### src/rtl/byte_striping_param.sv
// byte_striping_param: round-robin byte striper for the multi-lane PHY transmit path.
// Collects DATA_W-bit symbols into a lane group of ACT = min(1<<laneWidth, LANES)
// lanes and presents each complete group through a one-entry output register.
// Optional feature macro: STRIPING_PAD_EN enables flushIN, which closes a partial
// group by filling the remaining active lanes with PAD_BYTE.
// laneWidth is sampled into the active lane count whenever the collect buffer is
// (or is about to become) empty, so a new width must be presented one cycle
// before the first byte of the group it should apply to.
module byte_striping_param #(
    parameter int                LANES    = 4,
    parameter int                DATA_W   = 8,
    parameter logic [DATA_W-1:0] PAD_BYTE = 8'hF7
) (
    input  logic                     stripingCLK,
    input  logic                     stripingRST,
    input  logic [DATA_W-1:0]        byteStripingIN,
    input  logic                     byteStripingVLD,
    output logic                     byteStripingRDY,
    input  logic [1:0]               laneWidth,
    input  logic                     flushIN,
    output logic [LANES*DATA_W-1:0]  stripedLanes,
    output logic [LANES-1:0]         stripedMask,
    output logic                     stripedVLD,
    input  logic                     stripedRDY
);

    localparam int         PTR_W   = (LANES > 1) ? $clog2(LANES) : 1;
    localparam logic [3:0] LANES_C = 4'(LANES);

    localparam logic [0:0] COL_EMPTY   = 1'b0;
    localparam logic [0:0] COL_FILLING = 1'b1;
    localparam logic [0:0] OUT_IDLE    = 1'b0;
    localparam logic [0:0] OUT_FULL    = 1'b1;

    logic [PTR_W-1:0]        wr_ptr_q, wr_ptr_d;
    logic [3:0]              act_q, act_d;
    logic [0:0]              out_q, out_d;
    logic [0:0]              col_state;
    logic [DATA_W-1:0]       coll_q [LANES];
    logic [LANES*DATA_W-1:0] lanes_q, lanes_d;
    logic [LANES-1:0]        mask_q, mask_d;

    logic [3:0] ptr_ext;
    logic [3:0] last_ptr;
    logic [3:0] sel_w;
    logic [3:0] act_sel;
    logic       at_last;
    logic       out_free;
    logic       accept;
    logic       complete;
    logic       flush_fire;

    // Handshake, group-completion and width-selection decode
    always_comb begin
        ptr_ext   = 4'(wr_ptr_q);
        last_ptr  = act_q - 4'd1;
        at_last   = (ptr_ext == last_ptr);
        col_state = (wr_ptr_q == '0) ? COL_EMPTY : COL_FILLING;
        out_free  = (out_q == OUT_IDLE) || stripedRDY;

        // Only the byte that would complete a group can stall.
        byteStripingRDY = !stripingRST && (!at_last || out_free);
        accept          = byteStripingVLD && byteStripingRDY;

`ifdef STRIPING_PAD_EN
        // A flush closes whatever is buffered (including a byte accepted now),
        // but only when the output register can take the group.
        flush_fire = flushIN && !stripingRST && out_free &&
                     ((col_state == COL_FILLING) || accept);
`else
        flush_fire = 1'b0;
`endif
        complete = (accept && at_last) || flush_fire;

        sel_w   = 4'd1 << laneWidth;
        act_sel = (sel_w > LANES_C) ? LANES_C : sel_w;

        if (complete) begin
            wr_ptr_d = '0;
        end else if (accept) begin
            wr_ptr_d = wr_ptr_q + 1'b1;
        end else begin
            wr_ptr_d = wr_ptr_q;
        end

        // Width only changes at a group boundary: idle-empty or completing.
        if (((col_state == COL_EMPTY) && !accept) || complete) begin
            act_d = act_sel;
        end else begin
            act_d = act_q;
        end

        if (complete) begin
            out_d = OUT_FULL;
        end else if (stripedRDY) begin
            out_d = OUT_IDLE;
        end else begin
            out_d = out_q;
        end
    end

    // Assemble the outgoing group: buffered bytes, the byte accepted now, pad, zero
    always_comb begin
        lanes_d = '0;
        mask_d  = '0;
        for (int i = 0; i < LANES; i++) begin
            if (4'(i) < act_q) begin
                mask_d[i] = 1'b1;
                if (4'(i) < ptr_ext) begin
                    lanes_d[i*DATA_W +: DATA_W] = coll_q[i];
                end else if ((4'(i) == ptr_ext) && accept) begin
                    lanes_d[i*DATA_W +: DATA_W] = byteStripingIN;
                end else begin
                    lanes_d[i*DATA_W +: DATA_W] = PAD_BYTE;
                end
            end
        end
    end

    // Control state and output register, cleared by reset
    always_ff @(posedge stripingCLK) begin
        if (stripingRST) begin
            wr_ptr_q <= '0;
            act_q    <= LANES_C;
            out_q    <= OUT_IDLE;
            lanes_q  <= '0;
            mask_q   <= '0;
        end else begin
            wr_ptr_q <= wr_ptr_d;
            act_q    <= act_d;
            out_q    <= out_d;
            if (complete) begin
                lanes_q <= lanes_d;
                mask_q  <= mask_d;
            end
        end
    end

    // Collect buffer storage; stale contents are never read past wrPtr
    always_ff @(posedge stripingCLK) begin
        if (accept) begin
            coll_q[wr_ptr_q] <= byteStripingIN;
        end
    end

    assign stripedLanes = lanes_q;
    assign stripedMask  = mask_q;
    assign stripedVLD   = (out_q == OUT_FULL);

endmodule

### config.mk
export PLATFORM = sky130hd
export DESIGN_NAME = byte_striping_param
export DESIGN_NICKNAME = d
export VERILOG_FILES = /design/src/rtl/byte_striping_param.sv
export SDC_FILE = /design/constraint.sdc
export NUM_CORES = 1
export LEC_CHECK = 0
export BUFFER_PORTS_ARGS = -buffer_cell sky130_fd_sc_hd__buf_2
export CAP_MARGIN = 0
export CORE_MARGIN = 4
export CORE_UTILIZATION = 58
export CTS_CLUSTER_DIAMETER = 30
export DETAILED_ROUTE_END_ITERATION = 8
export PLACE_DENSITY = 0.9
export SYNTH_ARGS = -nofsm -noshare
export SYNTH_HDL_FRONTEND = slang
export SYNTH_SLANG_ARGS = --single-unit
### constraint.sdc
create_clock -name stripingCLK -period 4.46 [get_ports stripingCLK]
set_input_delay 0.446 -clock stripingCLK [delete_from_list [all_inputs] [get_ports stripingCLK]]
set_output_delay 0.446 -clock stripingCLK [all_outputs]
set_load 0.05 [all_outputs]
; After elaboration in Yosys (flattened, before gate mapping)
; Memories as Yosys holds them, arrays and structs flattened. A register that Yosys moved wholly into a read port is not among the register bits.
; Index checks and enable logic that the tools add are counted.
[totals]
mem_count = 1
mem_bits_rw = 32
regBits = 43
input_bits = 15
[mem_list]
columns = memory, words, width, rd, rd_ports_with_merged_regs, wr, line_no
row1 = coll_q, 4, 8, 4, 1, 1, 39  ; logic [DATA_W-1:0] coll_q [LANES];
[op_classes]
addsub = 2
n_lt_le_gt_ge = 9
n_mux = 21
shift = 1
n_reduce_logical = 18
n_bitwise = 1
eq_ne = 4
[op_table]
columns = cell, count
row1 = two-way mux 8 bit, 12
row2 = logical AND 1 bit, 8
row3 = less-than comparator 1 x 4 -> 1 bit (first input constant), 2
row4 = less-than comparator 2 x 4 -> 1 bit (first input constant), 2
row5 = two-way mux 1 bit, 8
row6 = == test 2 bit (first input constant), 2
row7 = == test 2 x 4 -> 1 bit, 1
row8 = > comparator 4 x 3 -> 1 bit (second input constant), 1
row9 = zero test 4 bit, 1
row10 = less-than comparator 1 x 2 -> 1 bit (first input constant), 2
row11 = less-than comparator 2 bit (first input constant), 2
row12 = two-way mux 4 bit, 1
row13 = << shifter 1 x 2 -> 4 bit (first input constant), 1
row14 = subtractor 4 x 1 -> 4 bit (second input constant), 1
row15 = zero test 1 bit, 3
row16 = logical OR 1 bit, 3
row17 = adder 2 x 1 -> 2 bit (second input constant), 1
row18 = == test 1 x 2 -> 1 bit (first input constant), 1
row19 = zero test 2 bit, 1
row20 = nonzero test 2 bit, 1
row21 = OR reduction 2 bit, 1
row22 = inverter 1 bit, 1

; Depth between registers and ports, before layout
; Gate-level depths: netlist (run 1).
[logic_depth]
word_depth = 10
ltp_mapped = 9
depth_no_buf = 7

; Worst setup path after synthesis (run 1)
; Ideal clock, no wire load.
[synth_path]
path_kind = reg2out
startpoint = register act_q[0]
endpoint = output port byteStripingRDY
arrival_time_ns = 2.060
path_buffers = 1
path_slack_ns = 1.954
path_stages_with_launch = 8
required_time_ns = 4.014
path_cell_list = dfxtp_1 > inv_1 > ha_1 > xor2_1 > nand3_1 > nor3_4 > buf_6 > nor2_1
[synth_between]
elab_chain_len = 5
[synth_rtl]
columns = element, line_no
row1 = "start, declared", 36  ; logic [3:0] act_q, act_d;
row2 = "start signal, assigned", 130  ; act_q <= act_d;
row3 = subtractor 4 x 1 -> 4 bit, 56  ; last_ptr = act_q - 4'd1;
row4 = == test 2 x 4 -> 1 bit, 57  ; at_last = (ptr_ext == last_ptr);
row5 = zero test 1 bit, 62  ; byteStripingRDY = !stripingRST && (!at_last || out_free);
row6 = logical OR 1 bit, 62
row7 = logical AND 1 bit, 62
row8 = "end, declared", 18  ; output logic byteStripingRDY,
; No other way between the ends.

; Final worst setup path (run 1)
; Ends and elaborated chain as after synthesis.

==> reports/metrics.csv, run 1 <==
metric,value,unit
fin crit period,3.141,ns
Reg2Reg Setup Slack,1.79,ns
Post-CTS Resized,0,
Worst Slack Setup Final,1.319,ns
Post-DRT Antenna Nets,0,
DRT iter0 DRCs,129,
Setup Buffers After CTS,0,
placed cells,358,
I/O pin cnt,53,
clock share of power,0.415,
Core ar.,4723,um^2
final setup skew,0.006263,ns
vias in the first global route,2034,
"Async S/R FF share, synth",0,
NumNets Final,326,
grt ovf,0,
"commonest non-fill, non-tap cell in the layout",buf_2,
setup TNS,0,ns
Die Ht,77.76,um
RSZ-0062 raised after global routing,no,
cts bufs inserted,9,
cells after synthesis,251,
post-synth design cell area,2823,um^2
Max-Cap Viols,0,
drt drc,0,
status,"complete, no violations",
Sequential Power Share,0.487,
Root Driver,clkbuf_8,
Area growth syn-to-layout,18.04,%
worst-skew pair later-pin latency,0.34,ns
post-layout util,0.7054,
Relative slew margins,0.2275,
"Top FF cell, synth",dfxtp_1,
number of synthesized register bits,67,
Post-Synth XOR/XNOR Area,0.01241,
sequential area share after synthesis,0.5603,
Slew Limit Fails,0,
Layout Cells excl Fill,374,
mux share of post-synthesis cell area,0.03191,
most frequent cells in the layout,"buf_2, dfxtp_1, nand2_1, edfxtp_1, o31ai_1",
Post-Place Setup Slack,1.712,ns
vias,2132,
Post-Synth Simple-Gate Area,0.1871,
worst path required time,4.01,ns
pin count of the biggest net entering global routing,31,
Worst Path Arrival,2.70,ns
drt via density,5.701,
P_leak,1.353,nW
fin crit share,0.7044,
Sw Share,0.2383,
ant diodes,0,
"Avg Cell Area, Syn",11.25,um^2
CP endpoint kind,primary output,
critical path type,flop to primary output,
drt pass-1 iters,5,
Hold Fails Final Rpt,0,
number of hold-repair buffers added at the cts stage,0,
Worst setup SP type,flop,
fmax,318.3,MHz
routability cong.,0.8513,
NetSw,0.3245,mW
number of synthesized flops with an enable pin,24,
Max VDD drop,0.2789,mV
Combinational Power Share,0.098,
Bufs on Longest Clock Path,2,
adder-cell share of the synthesized area,0.03989,
crit-path max FO,19,
"Warnings, synthesis",0,
detailed-route wire length,6.315,mm
largest family of logic cells by synthesized area,simple AND/OR/NAND/NOR gates,
Initial Util,0.5976,
Synth Area in Compound Gates,0.1365,
Syn Nets,275,
depth of the CTS H-tree,3,
Slew @ Worst Pin,1.159,ns
number of antenna violations at the first check in global routing,0,
first-pass GRT wire length,10.28,mm
Hold Path Class,primary input to flop,
dpl hpwl,4.055,mm
die area,6047,um^2
clk sinks,67,
CTS tree,built,
final setup vio count,0,
internal power,1.037,mW
"Distinct cells, synth",39,
wire per inst,16.89,um
ratio of cells with drive above 1 in the final layout,0.2671,
Die W,77.76,um
Worst-path clk slew,0.07,ns
Port-buffer cells,51,
total track usage,0.2237,
Site Rows,25,
power per cell area,408.8,nW/um^2
routing by layer:
metal | GRT usage | wire length [um] | up-vias
li1 | - | - | 1008
met1 | 0.2891 | 2699 | 1030
met2 | 0.3416 | 3008 | 80
met3 | 0.06613 | 449 | 14
met4 | 0.1085 | 157 | 0
met5 | 0 | 0 | -
final timing paths:
path	depth (start not counted)	from	endpoint
max	7	act_q[0]	byteStripingRDY
min	3	laneWidth[0]	act_q[1]
max reg2reg	6	act_q[0]	stripedLanes[28]
min reg2reg	2	stripedMask[2]	stripedMask[2]
flip-flops by register name (all words and copies together), names as in the netlist:
signal / cells
stripedLanes: 32
coll_q: 24
act_q: 4
stripedMask: 4
wr_ptr_q: 2
stripedVLD: 1
cell usage after synthesis, drive strengths merged, types with 2 or more instances:
cell / n / share of area
a21o: 2 / 0.0053
a21oi: 6 / 0.011
a22o: 8 / 0.025
a32o: 8 / 0.028
and2: 5 / 0.011
buf: 8 / 0.017
clkbuf: 4 / 0.0053
dfxtp: 43 / 0.30
edfxtp: 24 / 0.26
ha: 9 / 0.040
inv: 6 / 0.0080
mux2: 8 / 0.032
nand2: 32 / 0.045
nand2b: 9 / 0.020
nand3: 3 / 0.0053
nand3b: 9 / 0.025
nor2: 4 / 0.0053
nor2b: 8 / 0.018
nor3: 10 / 0.023
nor4: 2 / 0.012
o21ai: 12 / 0.021
o31a: 3 / 0.0093
o31ai: 12 / 0.032
or3: 7 / 0.016
xnor2: 2 / 0.0062
xor2: 2 / 0.0062
power by group through the flow:
stage | registers [mW] | clock network (mW) | logic (mW)
floorplan | 0.700 | 0 | 0.0714
CTS | 0.663 | 0.570 | 0.133
global placement | 0.675 | 0 | 0.129
detailed placement | 0.676 | 0 | 0.133
finish | 0.663 | 0.565 | 0.134
global route | 0.665 | 0.598 | 0.145
cell families after synthesis:
family / Yosys count
DFF: 67
and+or+nand+nor: 91
buffers and inverters: 19
adders and majority gates: 9
muxes: 8
AOI/OAI and AO/OA: 53
xor gates and xnor gates: 4
area by class of cell:
| class | count | area [um^2] |
|---|---|---|
| flip-flops and latches | 67 | 1582 |
| clock buffers | 12 | 155.1 |
| clock inverters | 4 | 71.32 |
| multi-input cells | 165 | 1151 |
| repair buffers | 52 | 262.8 |
| inverters | 7 | 26.28 |
| well taps | 67 | 83.83 |
| fillers | 354 | 1391 |
worst max-delay path: stages (launching register included):
cell     delay [ns]
dfxtp_1        0.46
inv_1          0.12
ha_1           0.32
xor2_1         0.17
nand3_1        0.29
nor3_4         0.68
nor2_1         0.07
buf_2          0.24
per-stage QoR:
stage	hold WS, ns	instance area [um^2]	total power, mW
floorplan	0.5002	2823	0.7712
global placement	0.4298	3105	0.8036
detailed placement	0.4311	3105	0.8086
CTS	0.3243	3332	1.366
global route	0.3328	3332	1.407
finish	0.3363	3332	1.362
Note: power is estimated with default switching activity, not from simulation.
==> inputs of run 2 (changes only) <==
--- a/config.mk
+++ b/config.mk
@@ -5,13 +5,14 @@
 export SDC_FILE = /design/constraint.sdc
 export NUM_CORES = 1
 export LEC_CHECK = 0
+export ABC_AREA = 1
 export BUFFER_PORTS_ARGS = -buffer_cell sky130_fd_sc_hd__buf_2
 export CAP_MARGIN = 0
 export CORE_MARGIN = 4
-export CORE_UTILIZATION = 58
+export CORE_UTILIZATION = 49
 export CTS_CLUSTER_DIAMETER = 30
 export DETAILED_ROUTE_END_ITERATION = 8
-export PLACE_DENSITY = 0.9
+export PLACE_DENSITY = 0.82
 export SYNTH_ARGS = -nofsm -noshare
 export SYNTH_HDL_FRONTEND = slang
 export SYNTH_SLANG_ARGS = --single-unit
==> constraint.sdc (replaced) <==
create_clock -name stripingCLK -period 2.8 [get_ports stripingCLK]
set_input_delay 0.28 -clock stripingCLK [delete_from_list [all_inputs] [get_ports stripingCLK]]
set_output_delay 0.28 -clock stripingCLK [all_outputs]
set_load 0.05 [all_outputs]
==> run 2 against run 1 <==
  * Routed wire length up 0.44%
  * Critical path type is now flop to flop
  * Sequential cell count unchanged
  * Sequential power up 60%
  * Critical endpoint is now stripedLanes[27]
  * Non-clock buffer count up 2
  * Design area down 0.71%
  * Die area up 15%
  * Clock power up 32%
==> reports/metrics.csv, run 2 <==
metric,value,unit
status,"complete, no violations",
fin crit period,2.278,ns
Yosys top cell area share,0.3088,
Relative slew margins,0.6681,
Combinational Power Share,0.121,
vias,2326,
"Async S/R FF share, synth",0,
RR Endpoint,stripedLanes[27],
number of synthesized flops with an enable pin,24,
internal power,1.516,mW
"Warnings, synthesis",0,
worst path required time,3.06,ns
clk sinks,67,
Post-Synth Simple-Gate Area,0.2810,
max reg flops,32,
Slew @ Worst Pin,0.4978,ns
Slew Limit Fails,0,
most frequent cells in the layout,"nand2_1, buf_2, nor2_1, dfxtp_1, edfxtp_1",
Synth Area in Compound Gates,0.05790,
clock share of power,0.363,
Core ar.,5507,um^2
depth of the CTS H-tree,3,
drt pass-1 iters,5,
final setup vio count,0,
cts bufs inserted,9,
total track usage,0.1896,
Hold Fails Final Rpt,0,
r2r startpoint,act_q[0],
NumNets Final,408,
Worst setup SP type,flop,
Initial Util,0.5062,
Bufs on Longest Clock Path,2,
"Top FF cell, synth",dfxtp_1,
placed cells,445,
Post-Synth XOR/XNOR Area,0.006284,
Post-DRT Antenna Nets,0,
Site Rows,27,
fin crit share,0.8136,
Die W,83.43,um
post-synth design cell area,2788,um^2
most frequent cell after synthesis,nand2_1,
Critical Path Start,act_q[0],
Setup Buffers After CTS,0,
vias in the first global route,2291,
Hold Path Class,primary input to flop,
Reg2Reg Setup Slack,0.52,ns
Die Ht,83.43,um
crit-path max FO,19,
Worst Path Arrival,2.54,ns
Worst-path clk slew,0.07,ns
ratio of cells with drive above 1 in the final layout,0.2031,
Port-buffer cells,51,
critical path type,flop to flop,
fmax,439.0,MHz
number of antenna violations at the first check in global routing,0,
sequential area share after synthesis,0.5673,
routability cong.,0.8104,
die area,6960,um^2
largest family of logic cells by synthesized area,simple AND/OR/NAND/NOR gates,
"Distinct cells, synth",25,
Hold Path Stages,3,
number of synthesized register bits,67,
adder-cell share of the synthesized area,0.04039,
"Avg Cell Area, Syn",8.525,um^2
RSZ-0062 raised after global routing,no,
mux share of post-synthesis cell area,0,
Reg2Reg Depth,11,
CTS tree,built,
number of hold-repair buffers added at the cts stage,0,
"commonest non-fill, non-tap cell in the layout",nand2_1,
synth top area cells,"dfxtp_1, edfxtp_1, nand2_1, nor2_1, ha_1",
power per cell area,620.6,nW/um^2
Post-CTS Resized,0,
pin count of the biggest net entering global routing,22,
Sw Share,0.2616,
dpl hpwl,4.443,mm
worst-skew pair later-pin latency,0.33,ns
"area leader, netlist",dfxtp_1,
Max-Cap Viols,0,
drt drc,0,
final setup skew,0.008532,ns
setup TNS,0,ns
Syn Nets,351,
Area growth syn-to-layout,18.67,%
Layout Cells excl Fill,461,
Sequential Power Share,0.516,
DRT iter0 DRCs,197,
P_leak,1.597,nW
drt via density,5.046,
Synth top cells by count,"nand2_1, nor2_1, dfxtp_1",
Root Driver,clkbuf_8,
NetSw,0.5371,mW
wire per inst,13.76,um
hold path endpoint,act_q[2],
first-pass GRT wire length,10.66,mm
I/O pin cnt,53,
ant diodes,0,
detailed-route wire length,6.343,mm
hold path start,laneWidth[1],
CP endpoint kind,flop,
grt ovf,0,
Max VDD drop,0.3706,mV
cells after synthesis,327,
-- run 2: routing by layer --
metal | track usage | part of all wire | wire length [um] | vias to the layer above
li1 | - | - | - | 1155
met1 | 0.2340 | 0.45 | 2859 | 1081
met2 | 0.3134 | 0.47 | 2993 | 81
met3 | 0.05357 | 0.063 | 401 | 9
met4 | 0.07456 | 0.014 | 89 | 0
met5 | 0 | 0 | 0 | -
-- run 2: cells by family (layout without fill, tap and decap cells) --
group	after synthesis	after routing
buf+inv	33	95
flops	67	67
compound gates	29	29
xor+xnor	2	2
fa+ha+maj	9	9
simple gates	187	187
-- run 2: worst max-delay path by stage --
stage	end	slack [ns]
floorplan	stripedLanes[24]	0.60
global placement	stripedLanes[7]	0.60
detailed placement	stripedMask[1]	0.55
CTS	stripedMask[1]	0.54
global route	stripedLanes[0]	0.31
finish	stripedLanes[27]	0.52
-- run 2: worst max-delay path, stage by stage, from the launching register on --
cell,delay (ns)
dfxtp_1,0.38
inv_1,0.14
ha_1,0.33
inv_1,0.06
nand2_1,0.04
nand2_1,0.09
nand3_2,0.10
nor2_4,0.16
nand4_4,0.29
nor2_2,0.38
inv_1,0.10
o21ai_1,0.14
-- run 2: power groups by stage --
| stage | registers (mW) | logic [mW] | clock network, mW |
|---|---|---|---|
| floorplan | 1.13 | 0.123 | 0 |
| global placement | 1.08 | 0.237 | 0 |
| detailed placement | 1.08 | 0.246 | 0 |
| CTS | 1.06 | 0.248 | 0.755 |
| global route | 1.06 | 0.274 | 0.804 |
| finish | 1.06 | 0.248 | 0.746 |
-- run 2: cell type report --
class / instances / area, um^2
Clock buffer: 13 / 138.9
Clock inverter: 3 / 38.79
Fill cell: 482 / 2198
Inverter: 25 / 93.84
Multi-Input combinational cell: 227 / 1075
Sequential cell: 67 / 1582
Tap cell: 72 / 90.09
Timing Repair Buffer: 54 / 290.3
-- run 2: stage by stage --
stage          power, mW  utilization  area [um^2]  hold slack [ns]  setup slack, ns
6_report           2.053       0.6008         3308           0.1735           0.5220
5_1_grt            2.141       0.6008         3308           0.1635           0.3149
4_1_cts            2.061       0.6008         3308           0.1661           0.5429
3_5_place_dp       1.326       0.5685         3131           0.4268           0.5483
3_3_place_gp       1.316       0.5685         3131           0.4264           0.6042
2_1_floorplan      1.253            -         2788           0.3789           0.5972
